### config.mk
export PLATFORM = sky130hd
export DESIGN_NAME = par8_bus_if
export DESIGN_NICKNAME = d
export VERILOG_FILES = /design/src/rtl/par8_bus_if.sv
export SDC_FILE = /design/constraint.sdc
export NUM_CORES = 1
export LEC_CHECK = 0
export CAP_MARGIN = 20
export CORE_MARGIN = 2
export CORE_UTILIZATION = 40
export CTS_BUF_LIST = sky130_fd_sc_hd__clkbuf_8
export DETAILED_ROUTE_END_ITERATION = 8
export SYNTH_ARGS = -nofsm -noshare
export SYNTH_HDL_FRONTEND = slang
export SYNTH_SLANG_ARGS = --single-unit
### constraint.sdc
create_clock -name clk -period 4.85 [get_ports clk]
set_clock_uncertainty 0.15 [all_clocks]
set_input_delay 0.485 -clock clk [delete_from_list [all_inputs] [get_ports clk]]
set_output_delay 0.485 -clock clk [all_outputs]
set_load 0.01 [all_outputs]
### src/rtl/par8_bus_if.sv
`timescale 1ns/1ps
`default_nettype none
// ============================================================================
//  Module   : par8_bus_if
//  Purpose  : Clock-domain front end for the RPi 8-bit parallel bus.
//             Oversamples bus_clk/bus_rnw/bus_data_in in clk. RPi write
//             cycles become a valid/ready byte stream through an RX FIFO.
//             RPi read cycles are served from a one-byte TX holding register.
//             The pin tristate lives at the board top; only data/oe leave here.
//  Ports    : clk, reset_n (async assert, active-low)
//             bus_clk, bus_rnw, bus_data_in    - raw pins, async to clk
//             bus_data_out, bus_data_oe        - read data and drive enable
//             rx_data/rx_valid/rx_ready        - received byte stream
//             tx_data/tx_valid/tx_ready        - byte offered to the RPi
//             rx_overflow, tx_underrun         - sticky errors, err_clr clears
//             rx_count                         - accepted bytes, wrapping
//  Revision : 1.0  initial release
// ============================================================================
module par8_bus_if #(
  parameter int SYNC_STAGES = 2,
  parameter int FIFO_DEPTH  = 16,
  parameter int CNT_W       = 16
) (
  input  logic             clk,
  input  logic             reset_n,
  input  logic             bus_clk,
  input  logic             bus_rnw,
  input  logic [7:0]       bus_data_in,
  output logic [7:0]       bus_data_out,
  output logic             bus_data_oe,
  output logic [7:0]       rx_data,
  output logic             rx_valid,
  input  logic             rx_ready,
  input  logic [7:0]       tx_data,
  input  logic             tx_valid,
  output logic             tx_ready,
  output logic             rx_overflow,
  output logic             tx_underrun,
  input  logic             err_clr,
  output logic [CNT_W-1:0] rx_count
);

  localparam int         AW      = $clog2(FIFO_DEPTH);
  localparam logic [AW:0] C_DEPTH = (AW+1)'(FIFO_DEPTH);

  typedef enum logic [1:0] {
    S_WRITE = 2'd0,
    S_TURN  = 2'd1,
    S_READ  = 2'd2
  } state_t;

  // --------------------------------------------------------------------------
  // Synchronizers: strobe, direction and data all see the same depth
  // --------------------------------------------------------------------------
  logic [SYNC_STAGES-1:0] r_sync_clk;
  logic [SYNC_STAGES-1:0] r_sync_rnw;
  logic [SYNC_STAGES-1:0] r_fill;
  logic [7:0]             r_sync_data [SYNC_STAGES];

  always_ff @(posedge clk or negedge reset_n) begin
    if (!reset_n) begin
      r_sync_clk <= '0;
      r_sync_rnw <= '0;
      r_fill     <= '0;
      for (int i = 0; i < SYNC_STAGES; i++) r_sync_data[i] <= 8'h00;
    end else begin
      r_sync_clk     <= {r_sync_clk[SYNC_STAGES-2:0], bus_clk};
      r_sync_rnw     <= {r_sync_rnw[SYNC_STAGES-2:0], bus_rnw};
      r_fill         <= {r_fill[SYNC_STAGES-2:0], 1'b1};
      r_sync_data[0] <= bus_data_in;
      for (int i = 1; i < SYNC_STAGES; i++) r_sync_data[i] <= r_sync_data[i-1];
    end
  end

  logic w_s_clk;
  logic w_s_rnw;
  logic w_filled;
  assign w_s_clk  = r_sync_clk[SYNC_STAGES-1];
  assign w_s_rnw  = r_sync_rnw[SYNC_STAGES-1];
  assign w_filled = r_fill[SYNC_STAGES-1];

  // Edge detector. Both taps reset high and are held high until the
  // synchronizer has flushed its reset zeros, so a strobe that is already
  // high when reset releases never looks like a rising edge.
  logic       r_clk_d;
  logic       r_clk_prev;
  logic [7:0] r_data_d;
  logic       w_rise;

  always_ff @(posedge clk or negedge reset_n) begin
    if (!reset_n) begin
      r_clk_d    <= 1'b1;
      r_clk_prev <= 1'b1;
      r_data_d   <= 8'h00;
    end else begin
      r_clk_d    <= w_filled ? w_s_clk : 1'b1;
      r_clk_prev <= r_clk_d;
      r_data_d   <= r_sync_data[SYNC_STAGES-1];
    end
  end

  assign w_rise = r_clk_d & ~r_clk_prev;

  // --------------------------------------------------------------------------
  // Direction FSM
  // --------------------------------------------------------------------------
  state_t r_state;
  state_t w_state_nxt;
  logic   w_oe;

  always_ff @(posedge clk or negedge reset_n) begin
    if (!reset_n) r_state <= S_WRITE;
    else          r_state <= w_state_nxt;
  end

  always_comb begin
    w_state_nxt = r_state;
    w_oe        = 1'b0;
    case (r_state)
      S_WRITE: if (w_s_rnw) w_state_nxt = S_TURN;
      S_TURN:  w_state_nxt = w_s_rnw ? S_READ : S_WRITE;
      S_READ: begin
        w_oe = 1'b1;
        if (!w_s_rnw) w_state_nxt = S_WRITE;
      end
      default: w_state_nxt = S_WRITE;
    endcase
  end

  assign bus_data_oe = w_oe;

  // --------------------------------------------------------------------------
  // RX FIFO
  // --------------------------------------------------------------------------
  logic [7:0] r_mem [FIFO_DEPTH];
  logic [AW:0] r_wptr;
  logic [AW:0] r_rptr;
  logic [AW:0] w_level;
  logic        w_full;
  logic        w_push;
  logic        w_pop;
  logic        w_push_ok;
  logic        w_ovf_set;

  assign w_level   = r_wptr - r_rptr;
  assign w_full    = (w_level == C_DEPTH);
  assign rx_valid  = (w_level != '0);
  assign rx_data   = r_mem[r_rptr[AW-1:0]];
  assign w_push    = w_rise & (r_state == S_WRITE);
  assign w_pop     = rx_valid & rx_ready;
  // A pop in the same cycle frees the slot for a push that finds us full.
  assign w_push_ok = w_push & (~w_full | w_pop);
  assign w_ovf_set = w_push & ~w_push_ok;

  always_ff @(posedge clk) begin
    if (w_push_ok) r_mem[r_wptr[AW-1:0]] <= r_data_d;
  end

  always_ff @(posedge clk or negedge reset_n) begin
    if (!reset_n) begin
      r_wptr   <= '0;
      r_rptr   <= '0;
      rx_count <= '0;
    end else begin
      if (w_push_ok) begin
        r_wptr   <= r_wptr + 1'b1;
        rx_count <= rx_count + CNT_W'(1);
      end
      if (w_pop) r_rptr <= r_rptr + 1'b1;
    end
  end

  // --------------------------------------------------------------------------
  // TX holding register
  // --------------------------------------------------------------------------
  logic       r_tx_full;
  logic [7:0] r_tx_byte;
  logic       w_tx_consume;
  logic       w_tx_load;
  logic       w_unr_set;

  assign w_tx_consume = w_rise & (r_state == S_READ) & r_tx_full;
  assign w_unr_set    = w_rise & (r_state == S_READ) & ~r_tx_full;
  // A byte being consumed this cycle may be replaced in the same cycle.
  assign tx_ready     = ~r_tx_full | w_tx_consume;
  assign w_tx_load    = tx_valid & tx_ready;
  assign bus_data_out = r_tx_byte;

  always_ff @(posedge clk or negedge reset_n) begin
    if (!reset_n) begin
      r_tx_full <= 1'b0;
      r_tx_byte <= 8'h00;
    end else begin
      if (w_tx_load) begin
        r_tx_full <= 1'b1;
        r_tx_byte <= tx_data;
      end else if (w_tx_consume) begin
        r_tx_full <= 1'b0;
      end
    end
  end

  // --------------------------------------------------------------------------
  // Sticky error flags: a new error wins over a coincident clear
  // --------------------------------------------------------------------------
  always_ff @(posedge clk or negedge reset_n) begin
    if (!reset_n) begin
      rx_overflow <= 1'b0;
      tx_underrun <= 1'b0;
    end else begin
      rx_overflow <= (rx_overflow & ~err_clr) | w_ovf_set;
      tx_underrun <= (tx_underrun & ~err_clr) | w_unr_set;
    end
  end

endmodule
`default_nettype wire
==> results.json, run 1 <==
{
  "cpPeakStageDelay_ns": 0.63,
  "syn_nets": 431,
  "drive_above_1_share_pct": 22.5,
  "synth_area_per_cell_um2": 19.3,
  "cp_slowest_cell": "dfrtp_2",
  "dpl_worst_slack_ns": 1.40,
  "fill_cells": 1593,
  "clock-root-buffer": "clkbuf_8",
  "dieArea_um2": 20300,
  "status": "completed",
  "grt_pass1_vias": 3997,
  "die_h_um": 143,
  "start_util_pct": 40.9,
  "hold_path.class": "in2async",
  "placed_cells": 691,
  "area_growth_pct": 16.6,
  "utilization_pct": 47.7,
  "p_total_mw": 4.49,
  "fin_cells": 723,
  "syn_area_um2": 7680,
  "synth_cell_types": 45,
  "crit_path_end_kind": "output pin",
  "die_w_um": 143,
  "critical_path.startpoint": "r_rptr[0]",
  "ctsHoldBuffers": 0,
  "crit_fanout": 25,
  "finalHoldViolCount": 0,
  "via_per_inst": 5.15,
  "start_kind": "flop",
  "post_cts_buffers": 0,
  "crit_required_ns": 4.22,
  "post_drt_wl_per_cell_um": 19.1,
  "crit_chain": "buf_4 -> mux4_2 -> mux4_2 -> clkdlybuf4s50_1",
  "crit_end": "rx_data[6]",
  "grt_pass1_wl_um": 22600,
  "num_io_pins": 60,
  "seq_area_frac_synth_pct": 73.2,
  "cts.sinks": 199,
  "crit_buf_inv": 2,
  "overflow": 0,
  "max-slew-margin-rel_pct": 39.7,
  "min_period_over_period_pct": 79.3,
  "p_leak_nw": 3.19,
  "htreeDepth": 4,
  "cts_made_buffers": 17,
  "setup_violations": 0,
  "cp.depth": 4,
  "period_minus_slack_ns": 3.84,
  "r2r-end": "r_mem[10][3]",
  "tightestPinTransition_ns": 0.905,
  "ir_drop_mv": 0.206,
  "synth-seq-cells": 199,
  "reg2reg_from": "r_rptr[3]",
  "dr.pass1.iters": 4,
  "fin_area_um2": 8950,
  "worstSkewPairLatency_ns": 0.45,
  "dpl_cell_area_um2": 8610,
  "fin_worst_hold_slack_ns": 0.00922,
  "power.density_nw_per_um2": 502,
  "timing.fmax_ghz": 0.260,
  "clk_pin_slew_ns": 0.09,
  "r2r_cells": 8,
  "yosys.area.top_type_share_pct": 50.1,
  "rsz0062_at_grt": "no",
  "drt_wl_total_um": 13800,
  "yosys_warnings": 0,
  "fp-row-count": 50,
  "drcViolationCount": 0,
  "antenna_found_initial": 0,
  "dp_hpwl_um": 9050,
  "crit_family": "multiplexers",
  "num_antenna_cells": 0,
  "drv_slew": 0,
  "track_usage_pct": 14.9,
  "vias": 3727,
  "synth_area_leader_cell": "edfxtp_1",
  "portBuffers": 59,
  "grt_max_degree": 72,
  "crit_arrival_ns": 3.21,
  "nets": 509,
  "coreArea_um2": 18800,
  "path_class": "reg2out",
  "gp_congestion": 0.775,
  "maxCapViolCount": 0,
  "fin_ws_ns": 1.01,
  "cp_common_cell": "mux4_2",
  "ff2ff_setup_slack_ns": 1.56,
  "synth_cells": 398,
  "ctsLongestPathBuffers": 2,
  "cts_tree": "yes",
  "drt_iter0_markers": 255,
  "cts_resized": 0,
  "synthTopCellsByArea": "edfxtp_1 (50%), dfrtp_1 (22%), mux4_2 (12%)",
  "fin_tns_setup_ns": 0,
  "postRouteAntennaNets": 0
}
cell type report:
type	instances	area (um2)	share of cell area, %
flip-flops and latches	199	5620	62.8
multi-input cells	174	1950	21.8
repair buffers	74	701	7.82
well taps	234	293	3.27
clock buffers	17	234	2.61
clock inverters	15	111	1.24
inverters	10	37.5	0.419
report_power, final:
group | switching [mW] | internal [mW] | leakage [nW]
combinational | 0.649 | 0.795 | 1.00
clock | 0.544 | 0.400 | 0.187
sequential | 0.164 | 1.94 | 2.00
layer usage:
layer | vias to the layer above | track usage (%) | share of wire [%] | routed length, um
met3 | 6 | 4.68 | 5.8 | 805
met4 | 0 | 3.60 | 0.57 | 78
met5 | - | 0 | 0 | 0
li1 | 1691 | - | - | -
met1 | 1933 | 20.8 | 46 | 6310
met2 | 97 | 23.1 | 48 | 6590
placed cells by master (no fill, tap or decap), drive strengths merged, types with 11 or more instances in the layout:
cell           instances
clkdlybuf4s50         58
mux2                  11
inv                   15
dfrtp                 69
nor2                  12
buf                   16
edfxtp               128
clkbuf                17
xnor2                 21
mux4                  40
registers in the layout, indices dropped and copies added (netlist names):
register	cells
r_tx_full	1
r_data_d	8
r_rptr	5
r_fill	2
bus_data_out	8
r_clk_prev	1
r_sync_data	16
r_wptr	5
r_sync_clk	2
tx_underrun	1
rx_overflow	1
r_state	2
rx_count	16
r_clk_d	1
r_mem	128
r_sync_rnw	2
synthesized netlist by cell type (all sizes together):
master,number
and3,5
nor2,12
ha,10
dfstp,2
nand2b,4
or2,2
o31a,1
nand2,10
o21a,1
mux2,11
nand3b,1
xor2,6
inv,10
nor2b,4
o211ai,2
nand3,8
nor3b,1
or4,3
nor3,9
o211a,1
nor4b,2
nand4,8
nor4,2
conb,1
and4,1
dfrtp,69
xnor2,21
and2,1
o41ai,1
a21oi,2
clkbuf,7
or4b,1
edfxtp,128
or3,1
mux4,40
o22ai,2
buf,8
cell families after synthesis:
group | after synthesis | synth area share [%]
xor gates and xnor gates | 27 | 3.28
and+or+nand+nor | 75 | 5.80
AOI/OAI and AO/OA | 10 | 1.27
buffers and inverters | 25 | 1.39
DFF | 199 | 73.2
muxes | 51 | 13.3
other | 1 | 0.0488
adders and majority gates | 10 | 1.63
worst min-delay path by stage:
| stage | startpoint | end | slack, ns |
|---|---|---|---|
| 2_1_floorplan | reset_n | bus_data_out[0] | 0.04 |
| 3_3_place_gp | r_sync_data[6] | r_data_d[6] | 0.18 |
| 3_5_place_dp | r_sync_data[6] | r_data_d[6] | 0.18 |
| 4_1_cts | reset_n | r_sync_data[2] | 0.03 |
| 5_1_grt | reset_n | bus_data_out[1] | 0.05 |
| 6_report | reset_n | r_data_d[2] | 0.009 |
Power figures use the tool's default switching activity.
==> run 2, diff against run 1 <==
- clock period: 4.85 -> 3.5 ns (I/O delays scaled with it)
==> results.json, run 2 (synthesized netlist as in run 1, its figures left out) <==
{
  "max-slew-margin-rel_pct": 40.8,
  "crit_fanout": 10,
  "drt_wl_total_um": 14600,
  "crit_chain": "ha_1 -> or2_2 -> o31a_2 -> xor2_1 -> or4_1 -> clkdlybuf4s50_1",
  "fp-row-count": 50,
  "nets": 518,
  "finalHoldViolCount": 0,
  "cts.sinks": 199,
  "hold_path.class": "in2reg",
  "dp_hpwl_um": 9480,
  "p_leak_nw": 3.27,
  "fin_tns_setup_ns": 0,
  "dpl_worst_slack_ns": 0.559,
  "maxCapViolCount": 0,
  "gp_congestion": 0.761,
  "cpPeakStageDelay_ns": 0.50,
  "min-delay-start": "bus_data_in[2]",
  "die_w_um": 143,
  "via_per_inst": 5.19,
  "dieArea_um2": 20300,
  "grt_pass1_wl_um": 23200,
  "antenna_found_initial": 0,
  "start_kind": "flop",
  "post_drt_wl_per_cell_um": 20.0,
  "final_cell_mix": "edfxtp_1 (128), dfrtp_1 (67), clkdlybuf4s50_1 (58), mux4_2 (40), buf_4 (23)",
  "num_antenna_cells": 0,
  "crit_required_ns": 3.00,
  "ir_drop_mv": 0.304,
  "p_total_mw": 6.59,
  "holdPathStages": 1,
  "dpl_cell_area_um2": 8690,
  "area_growth_pct": 19.1,
  "reg2reg_from": "r_wptr[3]",
  "clk_pin_slew_ns": 0.10,
  "drv_slew": 0,
  "crit_path_end_kind": "output pin",
  "htreeDepth": 4,
  "r2r_cells": 8,
  "fin_cells": 732,
  "vias": 3800,
  "coreArea_um2": 18800,
  "rsz0062_at_grt": "no",
  "final_common_cell": "edfxtp_1",
  "path_class": "reg2out",
  "setup_violations": 0,
  "drcViolationCount": 0,
  "crit_arrival_ns": 2.88,
  "fin_ws_ns": 0.117,
  "dr.pass1.iters": 4,
  "fin_worst_hold_slack_ns": 0.159,
  "postRouteAntennaNets": 0,
  "worstSkewPairLatency_ns": 0.47,
  "timing.fmax_ghz": 0.296,
  "post_cts_buffers": 0,
  "critical_path.startpoint": "r_wptr[2]",
  "period_minus_slack_ns": 3.38,
  "start_util_pct": 40.9,
  "placed_cells": 699,
  "num_io_pins": 60,
  "tightestPinTransition_ns": 0.889,
  "cts_made_buffers": 17,
  "fin_area_um2": 9150,
  "power.density_nw_per_um2": 721,
  "largest_reg_flops": 128,
  "clock-root-buffer": "clkbuf_8",
  "die_h_um": 143,
  "grt_pass1_vias": 4066,
  "grt_max_degree": 72,
  "cp_slowest_cell": "dfrtp_2",
  "utilization_pct": 48.7,
  "ctsLongestPathBuffers": 2,
  "cts_tree": "yes",
  "min_period_over_period_pct": 96.7,
  "status": "completed",
  "overflow": 0,
  "track_usage_pct": 15.8,
  "portBuffers": 59,
  "drt_iter0_markers": 273,
  "drive_above_1_share_pct": 25.7
}
==> run 2: cell count changes in the layout (fill, tap and decap cells not counted), sizes merged <==
| cell | before | now |
|---|---|---|
| buf | 16 | 24 |
| clkinv | 9 | 2 |
| inv | 15 | 18 |
| bufinv | 1 | 4 |
| clkinvlp | 0 | 1 |
| dlygate4sd3 | 0 | 1 |
==> run 2: layer usage <==
| metal | track usage, % | share of wire (%) |
|---|---|---|
| met2 | 25.3 | 48 |
| met5 | 0 | 0 |
| met1 | 21.1 | 46 |
| met4 | 5.58 | 1.0 |
| met3 | 3.94 | 5.1 |
==> run 2: repair_timing <==
action	4_1_cts	5_1_grt
resized for setup	0	2
setup endpoints to repair	0	2
hold endpoints to repair	69	0
hold buffers	1	0
==> run 2: path summary, 6_finish.rpt <==
check	endpoint	slack, ns
worst max-delay path	rx_valid	0.12
worst min-delay path	r_sync_data[10]	0.16
worst max register to register	r_mem[1][6]	0.58
worst min register to register	r_fill[1]	0.20
max in group asynchronous	r_wptr[2]	2.17
min in group asynchronous	bus_data_out[1]	0.39
==> run 2: critical path: cells and delay by family (launching register included) <==
kind	cells	cell delay [ns]
simple gates	2	0.75
fa+ha+maj	1	0.37
compound gates	1	0.13
flops	1	0.50
buf+inv	1	0.49
xor+xnor	1	0.18
==> run 2: layout make-up <==
type / instances / area [um2]
Sequential cell: 199 / 5630
Tap cell: 234 / 293
Clock inverter: 15 / 210
Multi-Input combinational cell: 174 / 1970
Fill cell: 1556 / 9620
Inverter: 10 / 37.5
Timing Repair Buffer: 83 / 774
Clock buffer: 17 / 234
==> run 2: report_power, final <==
group          switching, mW  internal, mW
logic                  0.980          1.12
clock network          0.817         0.795
registers              0.184          2.69
total                   1.98          4.61
==> run 3, diff against run 2 <==
- HOLD_SLACK_MARGIN: default -> 0.15
- SLEW_MARGIN: default -> 15
- clock period: 3.5 -> 3.9 ns (I/O delays scaled with it)
==> results.json, run 3 (synthesized netlist as in run 1, its figures left out) <==
{
  "regArea_um2": 5620,
  "setup_violations": 0,
  "max-slew-margin-rel_pct": 40.3,
  "fin_cells": 737,
  "fin_tns_setup_ns": 0,
  "area_growth_pct": 18.7,
  "crit_path_end_kind": "output pin",
  "finalHoldViolCount": 0,
  "crit_arrival_ns": 2.93,
  "clock-root-buffer": "clkbuf_8",
  "timing.fmax_ghz": 0.288,
  "start_kind": "flop",
  "grt_pass1_wl_um": 23600,
  "rsz0062_at_grt": "no",
  "period_minus_slack_ns": 3.47,
  "post_drt_wl_per_cell_um": 19.8,
  "hold_path.class": "reg2reg",
  "placed_cells": 704,
  "drt_wl_total_um": 14600,
  "drive_above_1_share_pct": 25.4,
  "overflow": 0,
  "num_antenna_cells": 0,
  "drv_slew": 0,
  "power.density_nw_per_um2": 626,
  "gp_congestion": 0.758,
  "cts_tree": "yes",
  "vias": 3741,
  "post_cts_buffers": 0,
  "ff2ff_setup_slack_ns": 0.81,
  "min_period_over_period_pct": 88.9,
  "crit_fanout": 10,
  "cts.sinks": 199,
  "status": "completed",
  "tightestPinTransition_ns": 0.895,
  "cts_made_buffers": 17,
  "cts_resized": 0,
  "grt_max_degree": 72,
  "postRouteAntennaNets": 0,
  "dieArea_um2": 20300,
  "maxCapViolCount": 0,
  "drcViolationCount": 0,
  "nets": 523,
  "via_per_inst": 5.08,
  "track_usage_pct": 15.6,
  "final_cell_mix": "edfxtp_1 (128), dfrtp_1 (68), clkdlybuf4s50_1 (58), mux4_2 (40), buf_4 (28)",
  "path_class": "reg2out",
  "multiInputGateArea_um2": 1950,
  "ctsLongestPathBuffers": 2,
  "htreeDepth": 4,
  "num_io_pins": 60,
  "coreArea_um2": 18800,
  "portBuffers": 59,
  "fill_cells": 1534,
  "crit_required_ns": 3.36,
  "drt_iter0_markers": 253,
  "start_util_pct": 40.9,
  "largest_reg_flops": 128,
  "worstSkewPairLatency_ns": 0.46,
  "final_common_cell": "edfxtp_1",
  "ctsHoldBuffers": 1,
  "antenna_found_initial": 0,
  "dr.pass1.iters": 4,
  "ir_drop_mv": 0.286,
  "p_leak_nw": 3.27,
  "die_w_um": 143,
  "clk_pin_slew_ns": 0.10,
  "grt_pass1_vias": 4165,
  "die_h_um": 143,
  "fp-row-count": 50,
  "dp_hpwl_um": 9260
}
-- run 3: metal layers --
layer  routed length (um)  global-route usage [%]
met1                 6460                    20.5
met2                 7200                    26.0
met4                  100                    3.44
met3                  799                    4.64
met5                    0                       0
-- run 3: final timing paths --
check	start	to	cells past startpoint
worst min-delay path	r_sync_data[6]	r_data_d[6]	0
worst max register to register	r_wptr[3]	r_mem[2][0]	7
min in group asynchronous	reset_n	r_data_d[7]	2
worst min register to register	r_sync_data[6]	r_data_d[6]	0
worst max-delay path	r_wptr[2]	rx_valid	6
max in group asynchronous	reset_n	r_rptr[0]	2
-- run 3: critical path, stage by stage (launching register included) --
cell and delay (ns):
dfrtp_1 0.50, ha_1 0.39, or2_2 0.29, o31a_2 0.13
xor2_1 0.19, or4_1 0.48, clkdlybuf4s50_1 0.49
-- run 3: area by class of cell --
cell class              instances  area share, %
flip-flops and latches        199           61.7
multi-input cells             174           21.4
repair buffers                 88           9.01
well taps                     234           3.21
clock buffers                  18           2.72
clock inverters                14           1.50
inverters                      10          0.412
-- run 3: per-stage QoR --
stage	util (%)	total power, mW	setup WS (ns)	hold WS (ns)	area, um2
2_1_floorplan	-	3.84	0.326	-0.0556	7680
3_3_place_gp	46.5	4.47	0.869	0.183	8720
3_5_place_dp	46.5	4.52	0.864	0.185	8720
4_1_cts	48.6	5.78	0.401	0.190	9110
5_1_grt	48.6	6.03	0.297	0.183	9110
6_report	48.6	5.70	0.431	0.193	9110
-- run 3: power breakdown --
group | internal, mW | total, mW | switching (mW)
combinational | 1.01 | 1.87 | 0.860
sequential | 2.41 | 2.58 | 0.163
clock | 0.488 | 1.25 | 0.766
total | 3.91 | 5.70 | 1.79
